[config.mk]
export PLATFORM = sky130hd
export DESIGN_NAME = freq_sweep
export DESIGN_NICKNAME = d
export VERILOG_FILES = /design/src/rtl/freq_sweep.sv
export SDC_FILE = /design/constraint.sdc
export NUM_CORES = 1
export LEC_CHECK = 0
export BUFFER_PORTS_ARGS = -buffer_cell sky130_fd_sc_hd__buf_2
export CAP_MARGIN = 20
export CORE_MARGIN = 1.5
export CORE_UTILIZATION = 56
export CTS_BUF_LIST = sky130_fd_sc_hd__clkbuf_2 sky130_fd_sc_hd__clkbuf_4 sky130_fd_sc_hd__clkbuf_8
export CTS_CLUSTER_DIAMETER = 200
export CTS_CLUSTER_SIZE = 30
export DETAILED_ROUTE_END_ITERATION = 8
export GPL_TIMING_DRIVEN = 0
export PLACE_DENSITY = 0.88
export SLEW_MARGIN = 10
export SYNTH_ARGS = -nofsm -noshare
export SYNTH_HDL_FRONTEND = slang
export SYNTH_SLANG_ARGS = --single-unit
[constraint.sdc]
create_clock -name clk -period 3.45 [get_ports clk]
set_input_delay 0.1725 -clock clk [delete_from_list [all_inputs] [get_ports clk]]
set_output_delay 0.1725 -clock clk [all_outputs]
set_load 0.02 [all_outputs]
[src/rtl/freq_sweep.sv]
// freq_sweep: stepped frequency sweeper for a downstream tone generator.
// A start request captures the sweep parameters, then the block walks
// freq from f_start towards f_stop in f_step increments, holding each
// value for a programmable dwell. A pass either ends (done pulse) or
// restarts from f_start (wrap pulse) depending on the captured cont bit.
// All outputs are registered; the block has a single clock and a
// synchronous active-low reset.

module freq_sweep #(
    parameter int FREQ_W  = 12,
    parameter int DWELL_W = 16
) (
    input  logic               clk,
    input  logic               rst_n,
    input  logic               start,
    input  logic               abort,
    input  logic               cont,
    input  logic [FREQ_W-1:0]  f_start,
    input  logic [FREQ_W-1:0]  f_stop,
    input  logic [FREQ_W-1:0]  f_step,
    input  logic [DWELL_W-1:0] dwell,
    output logic [FREQ_W-1:0]  freq,
    output logic               en,
    output logic               busy,
    output logic               wrap,
    output logic               done
);

    localparam logic [FREQ_W-1:0]  ZERO_F = {FREQ_W{1'b0}};
    localparam logic [FREQ_W-1:0]  ONE_F  = {{(FREQ_W-1){1'b0}}, 1'b1};
    localparam logic [DWELL_W-1:0] ZERO_D = {DWELL_W{1'b0}};
    localparam logic [DWELL_W-1:0] ONE_D  = {{(DWELL_W-1){1'b0}}, 1'b1};

    typedef enum logic [0:0] {
        IDLE = 1'b0,
        RUN  = 1'b1
    } state_t;

    state_t              state_r;
    logic [FREQ_W-1:0]   f_start_r;
    logic [FREQ_W-1:0]   f_stop_r;
    logic [FREQ_W-1:0]   f_step_r;   // already forced to >= 1
    logic [DWELL_W-1:0]  dwell_r;    // already forced to >= 1
    logic                cont_r;
    logic                dir_up_r;
    logic [DWELL_W-1:0]  cnt_r;      // cycles left at the current value, minus one

    logic [FREQ_W-1:0]   step_eff_s;
    logic [DWELL_W-1:0]  dwell_eff_s;
    logic                dir_up_s;
    logic [FREQ_W-1:0]   next_freq_s;
    logic                at_stop_s;
    logic                dwell_end_s;

    // Next sweep value: one step towards f_stop, computed one bit wider so
    // that carry/borrow out of the word is visible; anything that passes
    // f_stop or leaves the word range lands exactly on f_stop.
    function automatic logic [FREQ_W-1:0] step_toward(
        input logic [FREQ_W-1:0] cur,
        input logic [FREQ_W-1:0] step,
        input logic [FREQ_W-1:0] stop,
        input logic              up
    );
        logic [FREQ_W:0]   wide;
        logic [FREQ_W-1:0] result;
        if (up) begin
            wide = {1'b0, cur} + {1'b0, step};
            if (wide[FREQ_W] || (wide[FREQ_W-1:0] > stop)) begin
                result = stop;
            end else begin
                result = wide[FREQ_W-1:0];
            end
        end else begin
            wide = {1'b0, cur} - {1'b0, step};
            if (wide[FREQ_W] || (wide[FREQ_W-1:0] < stop)) begin
                result = stop;
            end else begin
                result = wide[FREQ_W-1:0];
            end
        end
        return result;
    endfunction

    // Sanitise the live inputs at capture time and evaluate the step logic
    // from the captured parameters.
    always_comb begin
        step_eff_s  = f_step;
        dwell_eff_s = dwell;
        dir_up_s    = 1'b0;
        if (f_step == ZERO_F) begin
            step_eff_s = ONE_F;
        end else begin
            step_eff_s = f_step;
        end
        if (dwell == ZERO_D) begin
            dwell_eff_s = ONE_D;
        end else begin
            dwell_eff_s = dwell;
        end
        if (f_stop >= f_start) begin
            dir_up_s = 1'b1;
        end else begin
            dir_up_s = 1'b0;
        end
        next_freq_s = step_toward(freq, f_step_r, f_stop_r, dir_up_r);
        at_stop_s   = (freq == f_stop_r);
        dwell_end_s = (cnt_r == ZERO_D);
    end

    // Sweep FSM with registered outputs; wrap/done are single-cycle pulses
    // and abort has priority over every end-of-dwell action.
    always_ff @(posedge clk) begin
        if (!rst_n) begin
            state_r   <= IDLE;
            f_start_r <= ZERO_F;
            f_stop_r  <= ZERO_F;
            f_step_r  <= ZERO_F;
            dwell_r   <= ZERO_D;
            cont_r    <= 1'b0;
            dir_up_r  <= 1'b0;
            cnt_r     <= ZERO_D;
            freq      <= ZERO_F;
            en        <= 1'b0;
            busy      <= 1'b0;
            wrap      <= 1'b0;
            done      <= 1'b0;
        end else begin
            wrap <= 1'b0;
            done <= 1'b0;
            case (state_r)
                IDLE: begin
                    if (start && !abort) begin
                        f_start_r <= f_start;
                        f_stop_r  <= f_stop;
                        f_step_r  <= step_eff_s;
                        dwell_r   <= dwell_eff_s;
                        cont_r    <= cont;
                        dir_up_r  <= dir_up_s;
                        cnt_r     <= dwell_eff_s - ONE_D;
                        freq      <= f_start;
                        en        <= 1'b1;
                        busy      <= 1'b1;
                        state_r   <= RUN;
                    end else begin
                        freq    <= ZERO_F;
                        en      <= 1'b0;
                        busy    <= 1'b0;
                        cnt_r   <= ZERO_D;
                        state_r <= IDLE;
                    end
                end
                RUN: begin
                    if (abort) begin
                        freq    <= ZERO_F;
                        en      <= 1'b0;
                        busy    <= 1'b0;
                        cnt_r   <= ZERO_D;
                        done    <= 1'b1;
                        state_r <= IDLE;
                    end else if (!dwell_end_s) begin
                        cnt_r <= cnt_r - ONE_D;
                    end else if (at_stop_s) begin
                        if (cont_r) begin
                            freq  <= f_start_r;
                            cnt_r <= dwell_r - ONE_D;
                            wrap  <= 1'b1;
                        end else begin
                            freq    <= ZERO_F;
                            en      <= 1'b0;
                            busy    <= 1'b0;
                            cnt_r   <= ZERO_D;
                            done    <= 1'b1;
                            state_r <= IDLE;
                        end
                    end else begin
                        freq  <= next_freq_s;
                        cnt_r <= dwell_r - ONE_D;
                    end
                end
                default: begin
                    freq    <= ZERO_F;
                    en      <= 1'b0;
                    busy    <= 1'b0;
                    cnt_r   <= ZERO_D;
                    state_r <= IDLE;
                end
            endcase
        end
    end

endmodule

==> flow_summary.html, run 1 <==
<table>
<tr><th>Metric</th><th>Value</th></tr>
<tr><th colspan="2">Worst setup path</th></tr>
<tr><td>Launch point of the worst path</td><td>freq[5]$_SDFFE_PN0P_</td></tr>
<tr><td>Number of cells on the worst reg-to-reg path</td><td>16</td></tr>
<tr><td>R2r setup slk</td><td>-430 ps</td></tr>
<tr><td>Worst setup path endpoint</td><td>freq[3]$_SDFFE_PN0P_</td></tr>
<tr><td>Startpoint type of the worst setup path</td><td>flop</td></tr>
<tr><td>Critical path peak fanout</td><td>6</td></tr>
<tr><td>Worst Path Required</td><td>3750 ps</td></tr>
<tr><td>Reg-to-reg startpoint</td><td>freq[5]$_SDFFE_PN0P_</td></tr>
<tr><td>Worst r2r dst</td><td>freq[3]$_SDFFE_PN0P_</td></tr>
<tr><td>Worst EP arrival</td><td>4180 ps</td></tr>
<tr><td>CP Class</td><td>reg2reg</td></tr>
<tr><td>Sort of element at the end of the critical path</td><td>flop</td></tr>
<tr><th colspan="2">STA</th></tr>
<tr><td>Setup-violating endpoint count in the final report</td><td>12</td></tr>
<tr><td>Final Critical Period</td><td>3880 ps</td></tr>
<tr><td>Final critical-path share of the clock period</td><td>113%</td></tr>
<tr><td>Smallest setup slack after layout</td><td>-433 ps</td></tr>
<tr><td>Final Hold Slack</td><td>22.6 ps</td></tr>
<tr><td>Rel. slew slack</td><td>44.0%</td></tr>
<tr><td>Max-slew violation count</td><td>0</td></tr>
<tr><td>Setup repair after global routing missed its margin</td><td>true</td></tr>
<tr><td>Worst clock skew on the final layout</td><td>14.9 ps</td></tr>
<tr><td>Fmax</td><td>258 MHz</td></tr>
<tr><td>Slew at the pin closest to its max-slew limit</td><td>840 ps</td></tr>
<tr><td>Aggregate negative setup slack</td><td>-4370 ps</td></tr>
<tr><td>Number of endpoints with negative hold slack in the final report</td><td>0</td></tr>
<tr><th colspan="2">Synthesis</th></tr>
<tr><td>Most used flip-flop cell after synthesis</td><td>sky130_fd_sc_hd__dfxtp_1</td></tr>
<tr><td>Number of flops mapped to enable cells by yosys</td><td>0</td></tr>
<tr><td>Cell with the most instances after synthesis</td><td>sky130_fd_sc_hd__nand2_1</td></tr>
<tr><td>Average cell area after synthesis</td><td>7.61 um2</td></tr>
<tr><td>Share of synthesized area occupied by flip-flops and latches</td><td>25.4%</td></tr>
<tr><td>Yosys warning count</td><td>0</td></tr>
<tr><td>Area fraction of the dominant cell type after synthesis</td><td>25.4%</td></tr>
<tr><td>Synth unique cells</td><td>65</td></tr>
<tr><td>Share of synthesized registers carrying an async set or reset</td><td>0%</td></tr>
<tr><td>Dominant cells by area after synthesis</td><td>sky130_fd_sc_hd__dfxtp_1 (25%), sky130_fd_sc_hd__ha_1 (12%), sky130_fd_sc_hd__nand2_1 (8.9%)</td></tr>
<tr><td>Number of synthesized register bits</td><td>86</td></tr>
<tr><td>Synth cell count leaders</td><td>sky130_fd_sc_hd__nand2_1 (160), sky130_fd_sc_hd__dfxtp_1 (86), sky130_fd_sc_hd__ha_1 (63), sky130_fd_sc_hd__inv_1 (57), sky130_fd_sc_hd__a21boi_0 (56)</td></tr>
<tr><td>Synth Cell Area</td><td>6770 um2</td></tr>
<tr><td>Syn nets</td><td>1,011</td></tr>
<tr><td>Cell taking the most area after synthesis</td><td>sky130_fd_sc_hd__dfxtp_1</td></tr>
<tr><td>Post-synthesis cell count</td><td>889</td></tr>
<tr><th colspan="2">Floorplanning</th></tr>
<tr><td>Die span in y</td><td>113 um</td></tr>
<tr><td>Starting utilization of the core area</td><td>58.3%</td></tr>
<tr><td>Core region area</td><td>11,600 um2</td></tr>
<tr><td>Die extent in x</td><td>113 um</td></tr>
<tr><td>Die ar.</td><td>12,800 um2</td></tr>
<tr><td>Floorplan row count</td><td>39</td></tr>
<tr><td>Top-level I/O count</td><td>73</td></tr>
<tr><th colspan="2">Place</th></tr>
<tr><td>Inst Count DP</td><td>1,104</td></tr>
<tr><td>Dpl hpwl</td><td>15,400 um</td></tr>
<tr><td>Setup WS pre-CTS</td><td>-525 ps</td></tr>
<tr><td>Port bufs</td><td>72</td></tr>
<tr><td>Post-detailed-placement cell area</td><td>7540 um2</td></tr>
<tr><td>Routability-driven placement congestion ratio</td><td>0.918</td></tr>
<tr><th colspan="2">Worst hold path</th></tr>
<tr><td>Hold Crit Depth</td><td>3</td></tr>
<tr><td>Class of the worst hold path</td><td>in2reg</td></tr>
<tr><th colspan="2">GRT</th></tr>
<tr><td>Remaining global-route overflow</td><td>0</td></tr>
<tr><td>Global-route wire length before repair</td><td>34,400 um</td></tr>
<tr><td>Global-route usage over all layers</td><td>34.1%</td></tr>
<tr><td>Vias in the first global route</td><td>6,973</td></tr>
<tr><td>Pin count of the biggest net entering global routing</td><td>16</td></tr>
<tr><td>Number of antenna violations at the first check in global routing</td><td>0</td></tr>
<tr><th colspan="2">Final layout</th></tr>
<tr><td>Synthesis-to-layout area growth</td><td>22.8%</td></tr>
<tr><td>Post-route core utilization</td><td>71.6%</td></tr>
<tr><td>Layout Cells excl Fill</td><td>1,151</td></tr>
<tr><td>Net total in the final layout</td><td>1,125</td></tr>
<tr><td>Area of all placed cells without fillers</td><td>8310 um2</td></tr>
<tr><td>Total inserted antenna cells</td><td>0</td></tr>
<tr><td>Area taken by multi-input logic gates</td><td>5100 um2</td></tr>
<tr><td>Fraction of layout instances using a drive strength above 1</td><td>23.0%</td></tr>
<tr><td>Flip-flop and latch area</td><td>1770 um2</td></tr>
<tr><td>Fillers</td><td>872</td></tr>
<tr><th colspan="2">Clock tree</th></tr>
<tr><td>Clock transition at the registers of the reported paths</td><td>100 ps</td></tr>
<tr><td>Clock Latency Late Sink</td><td>400 ps</td></tr>
<tr><td>Number of H-tree levels</td><td>3</td></tr>
<tr><td>Clk sinks</td><td>86</td></tr>
<tr><td>Clock Path Buffers</td><td>2</td></tr>
<tr><td>Clock root buffer</td><td>sky130_fd_sc_hd__clkbuf_8</td></tr>
<tr><td>Clock tree from TritonCTS</td><td>done</td></tr>
<tr><td>Number of buffers added by the clock tree synthesis step</td><td>9</td></tr>
<tr><td>Number of hold-repair buffers added at the cts stage</td><td>0</td></tr>
<tr><th colspan="2">Run status</th></tr>
<tr><td>Result of the run</td><td>finished with violations</td></tr>
<tr><td>Violations in the final reports</td><td>setup timing</td></tr>
<tr><th colspan="2">Detailed routing</th></tr>
<tr><td>Count of vias placed by the detailed router</td><td>7,402</td></tr>
<tr><td>Final wirelength</td><td>22,600 um</td></tr>
<tr><td>Routed wire per std cell</td><td>19.6 um</td></tr>
<tr><td>Vias per Instance</td><td>6.43</td></tr>
<tr><td>Starting DRC count in detailed routing</td><td>970</td></tr>
<tr><td>Detailed-router iteration count before antenna repair</td><td>6</td></tr>
<tr><td>DRC</td><td>0</td></tr>
<tr><td>Post-route ant nets</td><td>0</td></tr>
<tr><th colspan="2">Power and ir drop</th></tr>
<tr><td>Clock network fraction of total power</td><td>18.4%</td></tr>
<tr><td>Net switching power figure</td><td>1.64 mW</td></tr>
<tr><td>Static power due to leakage</td><td>3.51 nW</td></tr>
<tr><td>Int Pwr</td><td>2.20 mW</td></tr>
<tr><td>Combinational cell fraction of total power</td><td>52.3%</td></tr>
<tr><td>Net switching share of the total power</td><td>42.8%</td></tr>
<tr><td>Pwr/cell area</td><td>463 nW/um2</td></tr>
<tr><td>Part of the power in registers</td><td>29.4%</td></tr>
<tr><td>Worst VDD drop</td><td>314 uV</td></tr>
<tr><td>Total chip power</td><td>3.84 mW</td></tr>
<tr><th colspan="2">Run</th></tr>
<tr><td>Max-cap violation count</td><td>0</td></tr>
</table>
==> state kept, by name, summed over array words and instances (netlist names), 12 cells and up <==
signal	count
f_step_r	12
cnt_r	16
f_start_r	12
dwell_r	16
freq	12
f_stop_r	12
==> worst max-delay path, cell delays in order, from the launching register on <==
cell and delay [ps]:
sky130_fd_sc_hd__dfxtp_4 390, sky130_fd_sc_hd__ha_1 310, sky130_fd_sc_hd__buf_6 120, sky130_fd_sc_hd__nor3b_1 140, sky130_fd_sc_hd__a211oi_2 270, sky130_fd_sc_hd__o21ai_2 150, sky130_fd_sc_hd__a2111oi_2 420, sky130_fd_sc_hd__nand3b_1 270
sky130_fd_sc_hd__ha_4 260, sky130_fd_sc_hd__a21oi_2 160, sky130_fd_sc_hd__nand2_2 90, sky130_fd_sc_hd__a221oi_4 290, sky130_fd_sc_hd__a21oi_4 120, sky130_fd_sc_hd__nor3_4 330, sky130_fd_sc_hd__buf_6 180, sky130_fd_sc_hd__nand2_1 70
sky130_fd_sc_hd__a31oi_1 220
==> routing by layer <==
layer,vias to the layer above,routed length (um),global-route usage (%)
li1,3387,-,-
met1,3396,9050,45.1
met2,486,9890,53.4
met3,133,2220,5.36
met4,0,1440,18.8
met5,-,0,0
==> how the worst min path moves through the flow <==
| stage | slack (ps) | endpoint | startpoint |
|---|---|---|---|
| floorplan | 250 | wrap$_SDFF_PP0_ | abort |
| global placement | 440 | f_step_r[8]$_SDFFE_PN0P_ | f_step[8] |
| detailed placement | 440 | wrap$_SDFF_PP0_ | abort |
| CTS | 20 | f_step_r[3]$_SDFFE_PN0P_ | f_step[3] |
| global route | 40 | f_step_r[5]$_SDFFE_PN0P_ | f_step[5] |
| finish | 20 | f_step_r[3]$_SDFFE_PN0P_ | f_step[3] |
==> layout by cell type (no fill, tap or decap), drive strengths merged, types with 3 or more instances in the layout <==
master    n
a31oi     8
a211o     4
nand2   160
nor2     39
o221ai    3
ha       63
nand2b    7
a41oi     3
a21o      6
nand3    28
nor3     28
inv      59
nor2b     8
clkinv    3
o21ai    29
o31ai     4
dfxtp    86
a31o      3
a211oi    5
a221oi   12
nor4     18
o22ai    11
xnor2    24
or3      11
o41a      3
buf     121
a21oi    43
nand4     4
o211ai   21
or4       4
nor3b     3
nand3b    3
xor2     37
and2     10
o21a      7
and3      8
clkbuf   37
a21boi   57
==> power groups by stage <==
stage / Sequential (mW) / Combinational (mW) / Clock [mW]
final: 1.13 / 2.01 / 0.706
after global routing: 1.13 / 2.13 / 0.740
after CTS: 1.12 / 1.78 / 0.694
after detailed placement: 1.14 / 1.49 / 0
after global placement: 1.14 / 1.45 / 0
after floorplan: 1.13 / 1.11 / 0
==> cell families (layout without fill, tap and decap cells) <==
logic type                 count (synthesis)  after routing  synth area share [%]
buffers and inverters                    102            221                  5.97
xor gates and xnor gates                  61             61                  7.89
AOI/OAI and AO/OA                        233            233                  23.8
muxes                                      1              1                 0.166
DFF                                       86             86                  25.4
adders and majority gates                 65             65                  12.2
and+or+nand+nor                          341            341                  24.5
==> repair_timing <==
item,CTS,global route
buffers inserted,22,8
pin swaps,31,23
resized for setup,59,25
endpoints found under the setup margin,12,12
cloned,3,0
==> final cells by class <==
type                            instances  area share (%)
Tap cell                              143            2.15
Sequential cell                        86            21.3
Multi-Input combinational cell        701            61.3
Clock buffer                           10            1.66
Timing Repair Buffer                  105            7.74
Clock inverter                          6           0.542
Inverter                               57            2.60
Buffer                                 43            2.69
No activity file was read; power rests on OpenSTA's default activity.
==> inputs of run 2 (changes only) <==
Settings changed: ABC_AREA set to 1, PLACE_DENSITY 0.88 to 0.87.
==> run 2 against run 1 <==
The run now ends clean. Maximum frequency up 19%. Via count grew 9.7%. Hold slack improved by 4.1 ps. Largest cell class unchanged.
==> flow_summary.html, run 2 <==
<table>
<tr><th>Metric</th><th>Value</th></tr>
<tr><th colspan="2">STA</th></tr>
<tr><td>Setup-violating endpoint count in the final report</td><td>0</td></tr>
<tr><td>Smallest setup slack after layout</td><td>192 ps</td></tr>
<tr><td>Final critical-path share of the clock period</td><td>94.4%</td></tr>
<tr><td>Max-slew violation count</td><td>0</td></tr>
<tr><td>Slew at the pin closest to its max-slew limit</td><td>748 ps</td></tr>
<tr><td>Fmax</td><td>307 MHz</td></tr>
<tr><td>Rel. slew slack</td><td>50.1%</td></tr>
<tr><td>Number of endpoints with negative hold slack in the final report</td><td>0</td></tr>
<tr><td>Final Hold Slack</td><td>26.7 ps</td></tr>
<tr><td>Final Critical Period</td><td>3260 ps</td></tr>
<tr><td>Worst clock skew on the final layout</td><td>23.7 ps</td></tr>
<tr><th colspan="2">Synthesis</th></tr>
<tr><td>Synth cell count leaders</td><td>sky130_fd_sc_hd__nand2_1 (288), sky130_fd_sc_hd__inv_1 (145), sky130_fd_sc_hd__a21oi_1 (113), sky130_fd_sc_hd__nor2_1 (112)</td></tr>
<tr><td>Syn nets</td><td>1,278</td></tr>
<tr><td>Yosys warning count</td><td>0</td></tr>
<tr><td>Share of synthesized area occupied by flip-flops and latches</td><td>23.6%</td></tr>
<tr><td>Area fraction of the dominant cell type after synthesis</td><td>23.6%</td></tr>
<tr><td>Synth Cell Area</td><td>7300 um2</td></tr>
<tr><td>Number of flops mapped to enable cells by yosys</td><td>0</td></tr>
<tr><td>Post-synthesis cell count</td><td>1,156</td></tr>
<tr><td>Share of synthesized registers carrying an async set or reset</td><td>0%</td></tr>
<tr><td>Synth unique cells</td><td>43</td></tr>
<tr><td>Cell taking the most area after synthesis</td><td>sky130_fd_sc_hd__dfxtp_1</td></tr>
<tr><td>Most used flip-flop cell after synthesis</td><td>sky130_fd_sc_hd__dfxtp_1</td></tr>
<tr><td>Average cell area after synthesis</td><td>6.32 um2</td></tr>
<tr><td>Cell with the most instances after synthesis</td><td>sky130_fd_sc_hd__nand2_1</td></tr>
<tr><td>Number of synthesized register bits</td><td>86</td></tr>
<tr><td>Dominant cells by area after synthesis</td><td>sky130_fd_sc_hd__dfxtp_1 (24%), sky130_fd_sc_hd__nand2_1 (15%), sky130_fd_sc_hd__ha_1 (11%)</td></tr>
<tr><th colspan="2">Place</th></tr>
<tr><td>Port bufs</td><td>72</td></tr>
<tr><td>Dpl hpwl</td><td>17,400 um</td></tr>
<tr><td>Setup WS pre-CTS</td><td>-92.7 ps</td></tr>
<tr><td>Routability-driven placement congestion ratio</td><td>0.985</td></tr>
<tr><th colspan="2">Run status</th></tr>
<tr><td>Result of the run</td><td>complete, no violations</td></tr>
<tr><th colspan="2">Worst hold path</th></tr>
<tr><td>Critical hold path startpoint</td><td>f_stop[0]</td></tr>
<tr><td>Worst hold path endpoint</td><td>f_stop_r[0]$_SDFFE_PN0P_</td></tr>
<tr><td>Hold Crit Depth</td><td>3</td></tr>
<tr><td>Class of the worst hold path</td><td>in2reg</td></tr>
<tr><th colspan="2">Detailed routing</th></tr>
<tr><td>Detailed-router iteration count before antenna repair</td><td>6</td></tr>
<tr><td>DRC</td><td>0</td></tr>
<tr><td>Post-route ant nets</td><td>0</td></tr>
<tr><td>Starting DRC count in detailed routing</td><td>925</td></tr>
<tr><td>Vias per Instance</td><td>5.69</td></tr>
<tr><td>Routed wire per std cell</td><td>15.9 um</td></tr>
<tr><td>Count of vias placed by the detailed router</td><td>8,118</td></tr>
<tr><td>Final wirelength</td><td>22,700 um</td></tr>
<tr><th colspan="2">Floorplanning</th></tr>
<tr><td>Starting utilization of the core area</td><td>57.6%</td></tr>
<tr><td>Top-level I/O count</td><td>73</td></tr>
<tr><td>Die extent in x</td><td>117 um</td></tr>
<tr><td>Floorplan row count</td><td>41</td></tr>
<tr><td>Die ar.</td><td>13,700 um2</td></tr>
<tr><td>Die span in y</td><td>117 um</td></tr>
<tr><td>Core region area</td><td>12,700 um2</td></tr>
<tr><th colspan="2">GRT</th></tr>
<tr><td>Global-route wire length before repair</td><td>35,200 um</td></tr>
<tr><td>Remaining global-route overflow</td><td>0</td></tr>
<tr><td>Number of antenna violations at the first check in global routing</td><td>0</td></tr>
<tr><td>Global-route usage over all layers</td><td>33.4%</td></tr>
<tr><td>Vias in the first global route</td><td>7,202</td></tr>
<tr><td>Pin count of the biggest net entering global routing</td><td>16</td></tr>
<tr><th colspan="2">Worst setup path</th></tr>
<tr><td>R2r setup slk</td><td>190 ps</td></tr>
<tr><td>Reg-to-reg startpoint</td><td>f_step_r[6]$_SDFFE_PN0P_</td></tr>
<tr><td>Sort of element at the end of the critical path</td><td>flop</td></tr>
<tr><td>Worst EP arrival</td><td>3590 ps</td></tr>
<tr><td>Number of cells on the worst reg-to-reg path</td><td>23</td></tr>
<tr><td>CP Class</td><td>reg2reg</td></tr>
<tr><td>Worst r2r dst</td><td>freq[5]$_SDFFE_PN0P_</td></tr>
<tr><td>Worst Path Required</td><td>3780 ps</td></tr>
<tr><td>Startpoint type of the worst setup path</td><td>flop</td></tr>
<tr><td>Critical path peak fanout</td><td>9</td></tr>
<tr><th colspan="2">Power and ir drop</th></tr>
<tr><td>Total chip power</td><td>3.48 mW</td></tr>
<tr><td>Worst VDD drop</td><td>242 uV</td></tr>
<tr><td>Pwr/cell area</td><td>412 nW/um2</td></tr>
<tr><td>Static power due to leakage</td><td>4.08 nW</td></tr>
<tr><th colspan="2">Clock tree</th></tr>
<tr><td>Clk sinks</td><td>86</td></tr>
<tr><td>Number of hold-repair buffers added at the cts stage</td><td>0</td></tr>
<tr><td>Clock Path Buffers</td><td>2</td></tr>
<tr><td>Clock Latency Late Sink</td><td>410 ps</td></tr>
<tr><td>Clock transition at the registers of the reported paths</td><td>100 ps</td></tr>
<tr><td>Clock tree from TritonCTS</td><td>done</td></tr>
<tr><td>Clock root buffer</td><td>sky130_fd_sc_hd__clkbuf_8</td></tr>
<tr><td>Number of buffers added by the clock tree synthesis step</td><td>9</td></tr>
<tr><td>Number of H-tree levels</td><td>3</td></tr>
<tr><th colspan="2">Final layout</th></tr>
<tr><td>Synthesis-to-layout area growth</td><td>15.6%</td></tr>
<tr><td>Highest-count cells in the layout ignoring fill and taps</td><td>sky130_fd_sc_hd__nand2_1 (273), sky130_fd_sc_hd__inv_1 (142), sky130_fd_sc_hd__a21oi_1 (107)</td></tr>
<tr><td>Flip-flop and latch area</td><td>1750 um2</td></tr>
<tr><td>Biggest regs</td><td>cnt_r x16, dwell_r x16</td></tr>
<tr><td>Net total in the final layout</td><td>1,372</td></tr>
<tr><td>Fraction of layout instances using a drive strength above 1</td><td>18.3%</td></tr>
<tr><td>Post-route core utilization</td><td>66.6%</td></tr>
<tr><td>Area taken by multi-input logic gates</td><td>5000 um2</td></tr>
<tr><td>Total inserted antenna cells</td><td>0</td></tr>
<tr><td>Fillers</td><td>1,156</td></tr>
<tr><td>Most common library cell in the layout ignoring fill and taps</td><td>sky130_fd_sc_hd__nand2_1</td></tr>
<tr><th colspan="2">Run</th></tr>
<tr><td>Max-cap violation count</td><td>0</td></tr>
</table>
-- run 2: changes by cell type after synthesis, sizes merged, moves of 12 or more --
cell	change
nand2	+137
inv	+95
a21oi	+82
nor2	+82
nand3	+60
a21boi	-56
o21ai	+40
o211ai	-18
nor3	-17
xor2	-13
a221oi	-12
nand4	+12
nor4	-12
-- run 2: worst max-delay path by stage --
| stage | depth (start not counted) | start | slack (ps) | endpoint |
|---|---|---|---|---|
| after floorplan | 25 | freq[0]$_SDFFE_PN0P_ | 460 | freq[0]$_SDFFE_PN0P_ |
| after global placement | 23 | freq[6]$_SDFFE_PN0P_ | -30 | freq[2]$_SDFFE_PN0P_ |
| after detailed placement | 23 | freq[6]$_SDFFE_PN0P_ | -90 | freq[1]$_SDFFE_PN0P_ |
| after CTS | 25 | freq[0]$_SDFFE_PN0P_ | 50 | freq[1]$_SDFFE_PN0P_ |
| after global routing | 25 | f_step_r[8]$_SDFFE_PN0P_ | -100 | freq[1]$_SDFFE_PN0P_ |
| final | 23 | f_step_r[6]$_SDFFE_PN0P_ | 190 | freq[5]$_SDFFE_PN0P_ |
-- run 2: cell type report --
class / count / share of cell area [%]
multi-input combinational: 871 / 59.2
sequential: 86 / 20.8
inverter: 152 / 6.82
timing repair buffer: 83 / 5.26
buffer: 47 / 3.19
tap: 172 / 2.55
clock buffer: 11 / 1.72
clock inverter: 5 / 0.474
-- run 2: worst max-delay path, stage by stage, from the launching register on --
cell and delay (ps):
sky130_fd_sc_hd__dfxtp_1 340, sky130_fd_sc_hd__inv_1 80, sky130_fd_sc_hd__ha_1 290, sky130_fd_sc_hd__buf_6 170, sky130_fd_sc_hd__nand2_2 90, sky130_fd_sc_hd__inv_1 100
sky130_fd_sc_hd__nand2_1 50, sky130_fd_sc_hd__nand3b_1 230, sky130_fd_sc_hd__nand4_1 120, sky130_fd_sc_hd__nand2_1 120, sky130_fd_sc_hd__ha_4 290, sky130_fd_sc_hd__nand2_1 100
sky130_fd_sc_hd__nor2_4 130, sky130_fd_sc_hd__nand3b_1 100, sky130_fd_sc_hd__a21oi_2 120, sky130_fd_sc_hd__nor2_1 60, sky130_fd_sc_hd__nor2_2 200, sky130_fd_sc_hd__buf_4 190
sky130_fd_sc_hd__nand2_1 50, sky130_fd_sc_hd__nand3_1 70, sky130_fd_sc_hd__nand2_1 80, sky130_fd_sc_hd__nand2_1 60, sky130_fd_sc_hd__nand2_1 60, sky130_fd_sc_hd__a21oi_2 100
-- run 2: through the flow --
stage	cell area, um2	cells	setup TNS (ps)
floorplan	7300	1156	0
global placement	7880	1400	-152
detailed placement	7880	1400	-627
CTS	8080	1417	0
global route	8440	1427	-710
finish	8440	1427	0
-- run 2: kinds of logic after synthesis --
logic type / synth area share [%]
AND/OR/NAND/NOR: 32.7
buffers and inverters: 11.3
adder cells (fa/ha/maj): 11.3
AO/OA/AOI/OAI: 16.0
flip-flops: 23.6
XOR/XNOR: 5.04
-- run 2: report_power, final --
group	leakage [nW]	internal (mW)	switching, mW	total, mW
clock network	0.0981	0.298	0.434	0.732
registers	0.713	1.05	0.0702	1.12
logic	3.27	0.597	1.02	1.62
-- run 2: repair_timing --
| item | CTS | global route |
|---|---|---|
| pin swaps | 1 | 13 |
| cloned | 0 | 2 |
| setup buffers | 1 | 8 |
| endpoints found under the setup margin | 10 | 12 |
| gates resized for setup | 3 | 87 |
-- run 2: metal layers --
| layer | share of wire (%) | global-route usage, % |
|---|---|---|
| met1 | 43 | 48.1 |
| met2 | 44 | 50.7 |
| met3 | 11 | 5.61 |
| met4 | 2.4 | 11.5 |
| met5 | 0 | 0 |
